**config.mk**
```make
export PLATFORM = sky130hd
export DESIGN_NAME = vector_execute_unit
export DESIGN_NICKNAME = d
export VERILOG_FILES = /design/src/rtl/vexu_pkg.sv /design/src/rtl/vexu_lane_alu.sv /design/src/rtl/vector_execute_unit.sv
export SDC_FILE = /design/constraint.sdc
export NUM_CORES = 2
export LEC_CHECK = 0
export ABC_AREA = 0
export CORE_AREA = 5 5 275 277
export CTS_CLUSTER_SIZE = 40
export DETAILED_ROUTE_END_ITERATION = 12
export DIE_AREA = 0 0 280 282
export GPL_TIMING_DRIVEN = 0
export HOLD_SLACK_MARGIN = 0.08
export PLACE_DENSITY = 0.81
export SKIP_LAST_GASP = 1
export SLEW_MARGIN = 20
export SYNTH_ARGS = -nofsm -noshare
export SYNTH_HDL_FRONTEND = slang
export SYNTH_SLANG_ARGS = --single-unit
```
**constraint.sdc**
```tcl
create_clock -name clk -period 19.3 [get_ports clk]
set_input_delay 1.93 -clock clk [delete_from_list [all_inputs] [get_ports clk]]
set_output_delay 1.93 -clock clk [all_outputs]
set_load 0.01 [all_outputs]
```
**src/rtl/vexu_pkg.sv**
```systemverilog
// Shared types for the vector execute unit: ALU opcodes, forward selects, FSM states.
package vexu_pkg;

  typedef enum logic [4:0] {
    OpAdd   = 5'd0,
    OpSub   = 5'd1,
    OpAnd   = 5'd2,
    OpOr    = 5'd3,
    OpXor   = 5'd4,
    OpSll   = 5'd5,
    OpSrl   = 5'd6,
    OpPassb = 5'd7
  } alu_op_e;

  // Code 3 is reserved and behaves like FwdReg.
  typedef enum logic [1:0] {
    FwdReg  = 2'd0,
    FwdWb   = 2'd1,
    FwdMem  = 2'd2,
    FwdRsvd = 2'd3
  } fwd_sel_e;

  typedef enum logic [0:0] {
    StIdle  = 1'b0,
    StVbusy = 1'b1
  } state_e;

endpackage

```
**src/rtl/vexu_lane_alu.sv**
```systemverilog
// One combinational DATA_W-wide ALU lane.
// Build option VEXU_SATURATE_EN: vector lanes (IS_VECTOR=1) saturate unsigned ADD/SUB;
// scalar lanes always wrap.
module vexu_lane_alu
  import vexu_pkg::*;
#(
  parameter int unsigned DATA_W    = 8,
  parameter bit          IS_VECTOR = 1'b0
) (
  input  logic [DATA_W-1:0] a,
  input  logic [DATA_W-1:0] b,
  input  alu_op_e           op,
  output logic [DATA_W-1:0] y
);

  localparam int unsigned ShW = $clog2(DATA_W);

`ifdef VEXU_SATURATE_EN
  localparam bit Saturate = IS_VECTOR;
`else
  localparam bit Saturate = 1'b0 & IS_VECTOR;
`endif

  logic [DATA_W:0] sum;
  logic [DATA_W:0] diff;

  // Extra MSB holds carry-out / borrow for saturation.
  assign sum  = {1'b0, a} + {1'b0, b};
  assign diff = {1'b0, a} - {1'b0, b};

  // Opcode decode; unknown opcodes yield zero.
  always_comb begin
    y = '0;
    case (op)
      OpAdd: begin
        y = sum[DATA_W-1:0];
        if (Saturate && sum[DATA_W]) y = '1;
      end
      OpSub: begin
        y = diff[DATA_W-1:0];
        if (Saturate && diff[DATA_W]) y = '0;
      end
      OpAnd:   y = a & b;
      OpOr:    y = a | b;
      OpXor:   y = a ^ b;
      OpSll:   y = a << b[ShW-1:0];
      OpSrl:   y = a >> b[ShW-1:0];
      OpPassb: y = b;
      default: y = '0;
    endcase
  end

endmodule

```
**src/rtl/vector_execute_unit.sv**
```systemverilog
// Execute stage: single-cycle scalar ALU plus a chunked multi-cycle vector ALU,
// operand forwarding muxes and the EX/MEM output register.
// Build option VEXU_SATURATE_EN (handled in vexu_lane_alu): saturating vector ADD/SUB.
module vector_execute_unit
  import vexu_pkg::*;
#(
  parameter int unsigned DATA_W          = 8,
  parameter int unsigned LANES           = 16,
  parameter int unsigned LANES_PER_CYCLE = 4,
  parameter int unsigned REG_ADDR_W      = 5
) (
  input  logic                      clk,
  input  logic                      reset,
  input  logic                      in_valid,
  output logic                      in_ready,
  input  logic                      is_vector,
  input  logic [4:0]                alu_op,
  input  logic [1:0]                fwd_sel_a,
  input  logic [1:0]                fwd_sel_b,
  input  logic [DATA_W-1:0]         src_a,
  input  logic [DATA_W-1:0]         src_b,
  input  logic [DATA_W-1:0]         wb_data,
  input  logic [DATA_W-1:0]         mem_data,
  input  logic [LANES*DATA_W-1:0]   vsrc_a,
  input  logic [LANES*DATA_W-1:0]   vsrc_b,
  input  logic [LANES*DATA_W-1:0]   wb_vdata,
  input  logic [LANES*DATA_W-1:0]   mem_vdata,
  input  logic [REG_ADDR_W-1:0]     rd_in,
  input  logic                      wre_in,
  output logic                      out_valid,
  input  logic                      out_ready,
  output logic [DATA_W-1:0]         result,
  output logic [LANES*DATA_W-1:0]   vresult,
  output logic [REG_ADDR_W-1:0]     rd_out,
  output logic                      wre_out,
  output logic                      vwre_out
);

  localparam int unsigned VW        = LANES * DATA_W;
  localparam int unsigned CW        = LANES_PER_CYCLE * DATA_W;
  localparam int unsigned NumChunks = LANES / LANES_PER_CYCLE;
  localparam int unsigned ChunkW    = (NumChunks > 1) ? $clog2(NumChunks) : 1;

  if (LANES % LANES_PER_CYCLE != 0) begin : g_bad_cfg
    $error("vector_execute_unit: LANES must be a multiple of LANES_PER_CYCLE");
  end

  state_e                state_q, state_d;
  logic [ChunkW-1:0]     chunk_q, chunk_d;
  logic [VW-1:0]         va_q, vb_q;
  logic [VW-1:0]         vstage_q, vstage_d;
  alu_op_e               vop_q;
  logic [REG_ADDR_W-1:0] vrd_q;
  logic                  vwre_q;
  logic                  out_valid_q, out_valid_d;
  logic [DATA_W-1:0]     result_q;
  logic [VW-1:0]         vresult_q;
  logic [REG_ADDR_W-1:0] rd_q;
  logic                  wre_q;
  logic                  vwre_out_q;

  alu_op_e           cur_op;
  logic [DATA_W-1:0] op_a, op_b, scalar_y;
  logic [VW-1:0]     vop_a, vop_b;
  logic [CW-1:0]     chunk_a, chunk_b, lane_y;
  int unsigned       chunk_base;
  logic              accept, scalar_accept, vector_accept, last_chunk, vector_done;

  assign cur_op        = alu_op_e'(alu_op);
  assign in_ready      = (state_q == StIdle) && (!out_valid_q || out_ready);
  assign accept        = in_valid && in_ready;
  assign scalar_accept = accept && !is_vector;
  assign vector_accept = accept && is_vector;
  assign last_chunk    = (chunk_q == ChunkW'(NumChunks - 1));
  assign vector_done   = (state_q == StVbusy) && last_chunk;

  // Operand A forwarding mux (scalar and vector share the select).
  always_comb begin
    op_a  = src_a;
    vop_a = vsrc_a;
    case (fwd_sel_e'(fwd_sel_a))
      FwdWb:   begin op_a = wb_data;  vop_a = wb_vdata;  end
      FwdMem:  begin op_a = mem_data; vop_a = mem_vdata; end
      default: begin op_a = src_a;    vop_a = vsrc_a;    end
    endcase
  end

  // Operand B forwarding mux.
  always_comb begin
    op_b  = src_b;
    vop_b = vsrc_b;
    case (fwd_sel_e'(fwd_sel_b))
      FwdWb:   begin op_b = wb_data;  vop_b = wb_vdata;  end
      FwdMem:  begin op_b = mem_data; vop_b = mem_vdata; end
      default: begin op_b = src_b;    vop_b = vsrc_b;    end
    endcase
  end

  vexu_lane_alu #(
    .DATA_W   (DATA_W),
    .IS_VECTOR(1'b0)
  ) u_scalar_alu (
    .a (op_a),
    .b (op_b),
    .op(cur_op),
    .y (scalar_y)
  );

  // Select the current chunk of the latched vector operands.
  assign chunk_base = CW * 32'(chunk_q);
  assign chunk_a    = CW'(va_q >> chunk_base);
  assign chunk_b    = CW'(vb_q >> chunk_base);

  for (genvar l = 0; l < LANES_PER_CYCLE; l++) begin : g_lane
    vexu_lane_alu #(
      .DATA_W   (DATA_W),
      .IS_VECTOR(1'b1)
    ) u_lane_alu (
      .a (chunk_a[l*DATA_W +: DATA_W]),
      .b (chunk_b[l*DATA_W +: DATA_W]),
      .op(vop_q),
      .y (lane_y[l*DATA_W +: DATA_W])
    );
  end

  // FSM next state, chunk counter, staging merge and out_valid handshake.
  always_comb begin
    state_d     = state_q;
    chunk_d     = chunk_q;
    vstage_d    = vstage_q;
    out_valid_d = out_valid_q && !out_ready;
    case (state_q)
      StIdle: begin
        if (vector_accept) begin
          state_d = StVbusy;
          chunk_d = '0;
        end
        if (scalar_accept) out_valid_d = 1'b1;
      end
      StVbusy: begin
        vstage_d = (vstage_q & ~(VW'({CW{1'b1}}) << chunk_base)) | (VW'(lane_y) << chunk_base);
        chunk_d  = chunk_q + ChunkW'(1);
        if (last_chunk) begin
          state_d     = StIdle;
          chunk_d     = '0;
          out_valid_d = 1'b1;
        end
      end
      default: state_d = StIdle;
    endcase
  end

  // State, staging and vector operand latches.
  always_ff @(posedge clk or posedge reset) begin
    if (reset) begin
      state_q     <= StIdle;
      chunk_q     <= '0;
      vstage_q    <= '0;
      va_q        <= '0;
      vb_q        <= '0;
      vop_q       <= OpAdd;
      vrd_q       <= '0;
      vwre_q      <= 1'b0;
      out_valid_q <= 1'b0;
    end else begin
      state_q     <= state_d;
      chunk_q     <= chunk_d;
      vstage_q    <= vstage_d;
      out_valid_q <= out_valid_d;
      if (vector_accept) begin
        va_q   <= vop_a;
        vb_q   <= vop_b;
        vop_q  <= cur_op;
        vrd_q  <= rd_in;
        vwre_q <= wre_in;
      end
    end
  end

  // EX/MEM output register; only written on completion, so it holds under backpressure.
  always_ff @(posedge clk or posedge reset) begin
    if (reset) begin
      result_q   <= '0;
      vresult_q  <= '0;
      rd_q       <= '0;
      wre_q      <= 1'b0;
      vwre_out_q <= 1'b0;
    end else if (scalar_accept) begin
      result_q   <= scalar_y;
      rd_q       <= rd_in;
      wre_q      <= wre_in;
      vwre_out_q <= 1'b0;
    end else if (vector_done) begin
      vresult_q  <= vstage_d;
      rd_q       <= vrd_q;
      wre_q      <= vwre_q;
      vwre_out_q <= vwre_q;
    end
  end

  assign out_valid = out_valid_q;
  assign result    = result_q;
  assign vresult   = vresult_q;
  assign rd_out    = rd_q;
  assign wre_out   = wre_q;
  assign vwre_out  = vwre_out_q;

endmodule

```
=== Yosys cells after proc, flatten, opt, wreduce, memory -nomap -nowiden ===
Index checks and enable logic that the tools add are counted.

* Register bits after elaboration: 542
* Bits in latches: 0
* Bits in writable memories: 0
* ROM bits: 0
* Bits of input ports: 564
* Output and inout bits: 145
* Word-level logic and storage cells: 117
* Memories: 0

* Add/subtract/negate cells: 11
* $mul: 0
* Div/mod/pow operators: 0
* Order comparisons: 0
* Equality and inequality tests: 20
* Shifts and indexed selects: 14
* Multiplexer cells: 24
* Bitwise gates (word level): 20
* Reductions and logical operators: 14

{| class="wikitable"
|+ Operators with widths
! kind !! number
|-
| case mux 128 bit (2 select lines) || 2
|-
| case mux 8 bit (8 select lines) || 5
|-
| right shift 128 x 7 -> 32 bit || 2
|-
| AND 128 bit || 1
|-
| two-way mux 128 bit || 1
|-
| NOT 128 bit || 1
|-
| bitwise OR 128 bit || 1
|-
| << shifter 32 x 7 -> 128 bit || 1
|-
| << shifter 32 x 7 -> 128 bit (first input constant) || 1
|-
| adder 8 bit || 5
|-
| AND 8 bit || 5
|-
| == test 5 x 3 -> 1 bit (second input constant) || 8
|-
| bitwise OR 8 bit || 5
|-
| << shifter 8 x 3 -> 8 bit || 5
|-
| right shift 8 x 3 -> 8 bit || 5
|-
| subtractor 8 bit || 5
|-
| bitwise XOR 8 bit || 5
|-
| case mux 8 bit (2 select lines) || 2
|-
| == test 5 x 2 -> 1 bit (second input constant) || 4
|-
| == test 5 x 1 -> 1 bit (second input constant) || 2
|-
| zero test 5 bit || 2
|-
| two-way mux 5 bit || 2
|-
| two-way mux 1 bit || 7
|-
| == test 2 bit (second input constant) || 3
|-
| other kinds (12) || 23
|}

=== Longest topological paths before layout ===
* Word-level depth: 7
* Gate-level depth with buffers: 20
* Depth with buffers taken out: 18

=== Modules after synthesis ===
A second synthesis with hierarchy kept.

* Cells, all modules: 3157
* Area, all modules: 33877.5 µm²

{| class="wikitable"
|+ Modules (own cells, without submodules)
! module !! times used !! cells each !! area an instance (µm²) !! sequential area each (µm²)
|-
| vector_execute_unit || 1 || 2217 || 25813.5 || 12762.2
|-
| vexu_lane_alu || 5 || 188 || 1612.8 || 0.0
|}

=== Worst setup path after synthesis ===
Ideal clock, no wire load.

* Path type: input to register
* Start: input fwd_sel_b[0]
* End: register result_q[7], in the netlist result[7]
* Setup time: 0.096 ns
* Arrival: 5.196 ns
* Data required time: 19.204 ns
* Slack: 14.009 ns
* Stages on the path: 20
* Path buffers: 2
* Cells stage by stage: inv_1 ha_1 clkbuf_1 nand2_1 o21ai_0 clkinv_1 clkbuf_1 ha_1 nand2_1 o21ai_0 inv_1 ha_1 nor2b_1 o21ai_0 nand2b_1 a31oi_1 a21oi_1 xor2_1 xnor2_1 o31ai_1

* Cells in the longest elaborated chain, start to end: 4
* Elaborated cells between the ends (all ways): 11
* Classes of those cells: add/sub (2); eq/ne (2); shift (2); mux (2); bitwise (3)

{| class="wikitable"
|+ RTL lines
! item !! line !! source
|-
| start: declaration || vector_execute_unit.sv:19 || <nowiki>input logic [1:0] fwd_sel_b,</nowiki>
|-
| == test 2 bit or == test 2 x 1 -> 1 bit (tied branches) || vector_execute_unit.sv:92 || <nowiki>case (fwd_sel_e'(fwd_sel_b))</nowiki>
|-
| case mux 8 bit (2 select lines) (*) || vector_execute_unit.sv:92 ||
|-
| subtractor 8 bit (tied with other cells) || vexu_lane_alu.sv:29 || <nowiki>assign diff = {1'b0, a} - {1'b0, b};</nowiki>
|-
| case mux 8 bit (8 select lines) (*) || vexu_lane_alu.sv:34 || <nowiki>case (op)</nowiki>
|-
| end signal: assignment || vector_execute_unit.sv:189 || <nowiki>result_q <= scalar_y;</nowiki>
|-
| end: declaration || vector_execute_unit.sv:56 || <nowiki>logic [DATA_W-1:0] result_q;</nowiki>
|}

Every way passes the cells marked *; elsewhere a longest branch is shown, timed or not.
A chain may end at the register's enable or synchronous reset.

=== Final worst setup path ===
* Start: input fwd_sel_b[1]
* End: register result_q[7], in the netlist result[7]

The elaborated chain is that of the path after synthesis.

==> out/metrics.cfg <==
[outcome]
status=completed

[setup_path]
criticalPathCategory=input pin to flop
cp.arrival_ps=6710
r2r_start=vop_q[1]$_DFFE_PP0P_
worst_setup_sp=fwd_sel_b[1]
largest_delay_share_family_worst_path=buffers and inverters
critical_path.max_stage_delay_ps=610
critPathLaunchType=input pin
critical_path.slowest_cell=o21ai_0
cp_num_buf_inv=5
cp_cell_sequence=clkdlybuf4s50_1 > ha_1 > buf_2 > a22oi_1 > o21ai_0 > clkinv_1 > clkbuf_1 > ha_1 > nand2_1 > o21ai_0 > inv_1 > ha_1 > nor2b_1 > o21ai_0 > nand2b_1 > a31oi_1 > a21oi_1 > xor2_1 > xnor2_1 > o31ai_1
setup.worst_path.end_class=flop
critical_path.max_fanout=12
cp_data_required_time_ps=19810

[power_and_ir_drop]
static-leakage-power_nw=17.4
clkPwrFrac_pct=13.4
p_sw_share_pct=48.0
share_comb_of_total_power_pct=62.4
ir_drop_mv=0.113
power_density_nw_per_um2=181
power_report.internal_total_w=0.00397
net-switching-power_w=0.00366
seq_power_share_pct=24.2

[synth]
netlist_area_um2=32000
async_reset_ff_share_pct=100
ys_flop_type=dfrtp_1
synth_mux_area_share_pct=6.96
synth-edff-count=0
synth.lib_cells_used.distinct=87
most_frequent_cell_after_synthesis=o21ai_0
dominant_combinational_cell_family_by_area_after_synthesis=compound AO/OA/AOI/OAI gates
synth_compound_gate_area_share_pct=28.6
largest_cells_by_area_after_synthesis=dfrtp_1, o21ai_0, nand2_1, ha_1, a221o_1
synthCells=3613
synthesis.yosys.warnings=0
synth_fa_ha_area_share_pct=5.52
synth_simple_gate_area_share_pct=12.1
synth_xor_area_share_pct=1.51
yosys.area.top_type=dfrtp_1
post-synth-top-area-fraction_pct=39.9
yosys_register_bits=510
synth_fp_nets=4315
synth.avg_cell_area_um2=8.85
synth-seq-area-share_pct=39.9
ys_top_cells_by_count=o21ai_0, nand2_1, dfrtp_1

[clock_tree]
clk_root_buffer_cell=clkbuf_16
post_cts_resized=0
cts_hold_buf=0
cts.clk_slew.worst_paths_ps=70
post_cts.repair.setup_buffers=0
ctsLongestPathBuffers=3
clock_tree_from_tritoncts=yes
cts_sinks=510
clkLatencyLatePin_ps=620
num_cts_buffers=51
cts.htree.levels=2

[route]
vias=35400
first_iter_violations=4702
ant_nets=0
drt_drc_violations_left=0
detailedRoute.firstPassIterationCount=8
post_drt_wl_per_cell_um=31.0
route.detailed.vias_per_inst=6.54
routed_wl_um=168000

[global_route]
antenna_found_initial=34
grt_use_total_pct=40.5
grt_pass1_wl_um=236000
grt_start_max_net_pins=109
grt.overflow.total=0
first_global_vias=34300

[floorplan]
die_h_um=282
core_rows=99
start_util_pct=44.1
placeableCoreArea_um2=72600
die_width_um=280
die_area_um2=79000
floorplan.io_pins=709

[place]
port_buffers=707
preCtsSetupSlack_ps=12630
dp.final_hpwl_um=136000
routabilityCongestion=1.08

[sta]
rsz0062_at_grt=false
timing.final.hold_violations=0
max_freq_mhz=161
final_period_minus_worst_setup_slack_ps=6200
setup_viol=0
worst_slack_ps=13100
hold_slack_ps=466
slew_headroom_pct=22.5
final.period_utilization_pct=32.1
report.final.slew_viol_count=0
worst_pin_slew_ps=1160
finalSetupTns_ps=0
finClkSkew_ps=27.4

[flow_run]
maxCapViolations=0

[finish]
area_of_the_multi_input_gates_um2=17500
register_area_um2=12800
area_growth_pct=31.9
drive_above_1_share_pct=5.93
fill_cells=6534
nNetsFinal=5081

[hold_path]
min-delay-path-class=flop to flop
min-delay-start=vstage_q[26]$_DFF_PP0_

[power groups by stage]
stage,Combinational [W],Sequential [W],Clock (W)
floorplan,0.00298,0.00179,0
detailed placement,0.00459,0.00184,0
global placement,0.00449,0.00182,0
CTS,0.00462,0.00182,0.00102
finish,0.00477,0.00185,0.00102
global route,0.00509,0.00188,0.00106
[flip-flops by register name, indices dropped and copies added (netlist names)]
name       flops
vwre_q         1
wre_out        1
vresult      128
vrd_q          5
rd_out         5
vop_q          5
vb_q         128
out_valid      1
state_q        1
result         8
chunk_q        2
vstage_q      96
vwre_out       1
va_q         128
[metrics by stage]
step	area (um2)	power [W]	util, %	cells
after global placement	40300	0.00630	55.5	5279
after CTS	42100	0.00747	58.0	5375
after global routing	42200	0.00803	58.1	5397
after detailed placement	40400	0.00643	55.7	5285
after floorplan	32000	0.00477	-	3613
final	42200	0.00763	58.1	5405
[tightest hold or removal path, stage by stage, from the launching register on]
cell and delay (ps):
dfrtp_1 320, nand2_1 60, nand2_1 50
[layout make-up]
class / instances / share of cell area (%)
Clock inverter: 18 / 0.546
Tap cell: 959 / 2.84
Inverter: 109 / 0.988
Multi-Input combinational cell: 2689 / 41.5
Buffer: 305 / 3.14
Sequential cell: 510 / 30.3
Timing Repair Buffer: 713 / 17.1
Clock buffer: 72 / 3.43
Antenna cell: 30 / 0.178
[layout by cell type, fill, tap and decap left out, types with 42 or more instances in the layout]
cell             instances
clkdlybuf4s50_1        707
o21ai_0                601
nand2_1                546
dfrtp_1                510
nor2_1                 259
clkbuf_1               234
a21oi_1                198
a22oi_1                184
a221o_1                142
ha_1                   133
inv_1                  100
mux4_2                  59
clkbuf_16               52
mux2i_1                 47
o221ai_1                46
xnor2_1                 42
[cell families (layout without fill, tap and decap cells)]
group	Yosys count	after routing
DFF	510	510
and+or+nand+nor	941	941
muxes	140	140
buffers and inverters	414	1217
xor gates and xnor gates	55	55
adders and majority gates	138	138
AOI/OAI and AO/OA	1415	1415
other	0	30
[final timing paths]
| path | end | slack [ps] | cells past startpoint |
|---|---|---|---|
| worst max-delay path | result[7]$_DFFE_PP0P_ | 13100 | 20 |
| worst min-delay path | vstage_q[26]$_DFF_PP0_ | 470 | 2 |
| worst max register to register | vresult[79]$_DFFE_PP0P_ | 13660 | 16 |
| worst min register to register | vstage_q[26]$_DFF_PP0_ | 470 | 2 |
| max in group asynchronous | vresult[82]$_DFFE_PP0P_ | 16310 | 4 |
| min in group asynchronous | out_valid$_DFF_PP0_ | 1700 | 2 |
[routing by layer]
metal / routed length [um] / track usage (%) / vias up
met3: 20600 / 11.8 / 574
met2: 75100 / 64.0 / 2728
met4: 13600 / 25.8 / 2
li1: - / - / 14800
met1: 58300 / 48.8 / 17200
met5: 13 / 0 / -
Power figures use the tool's default switching activity.
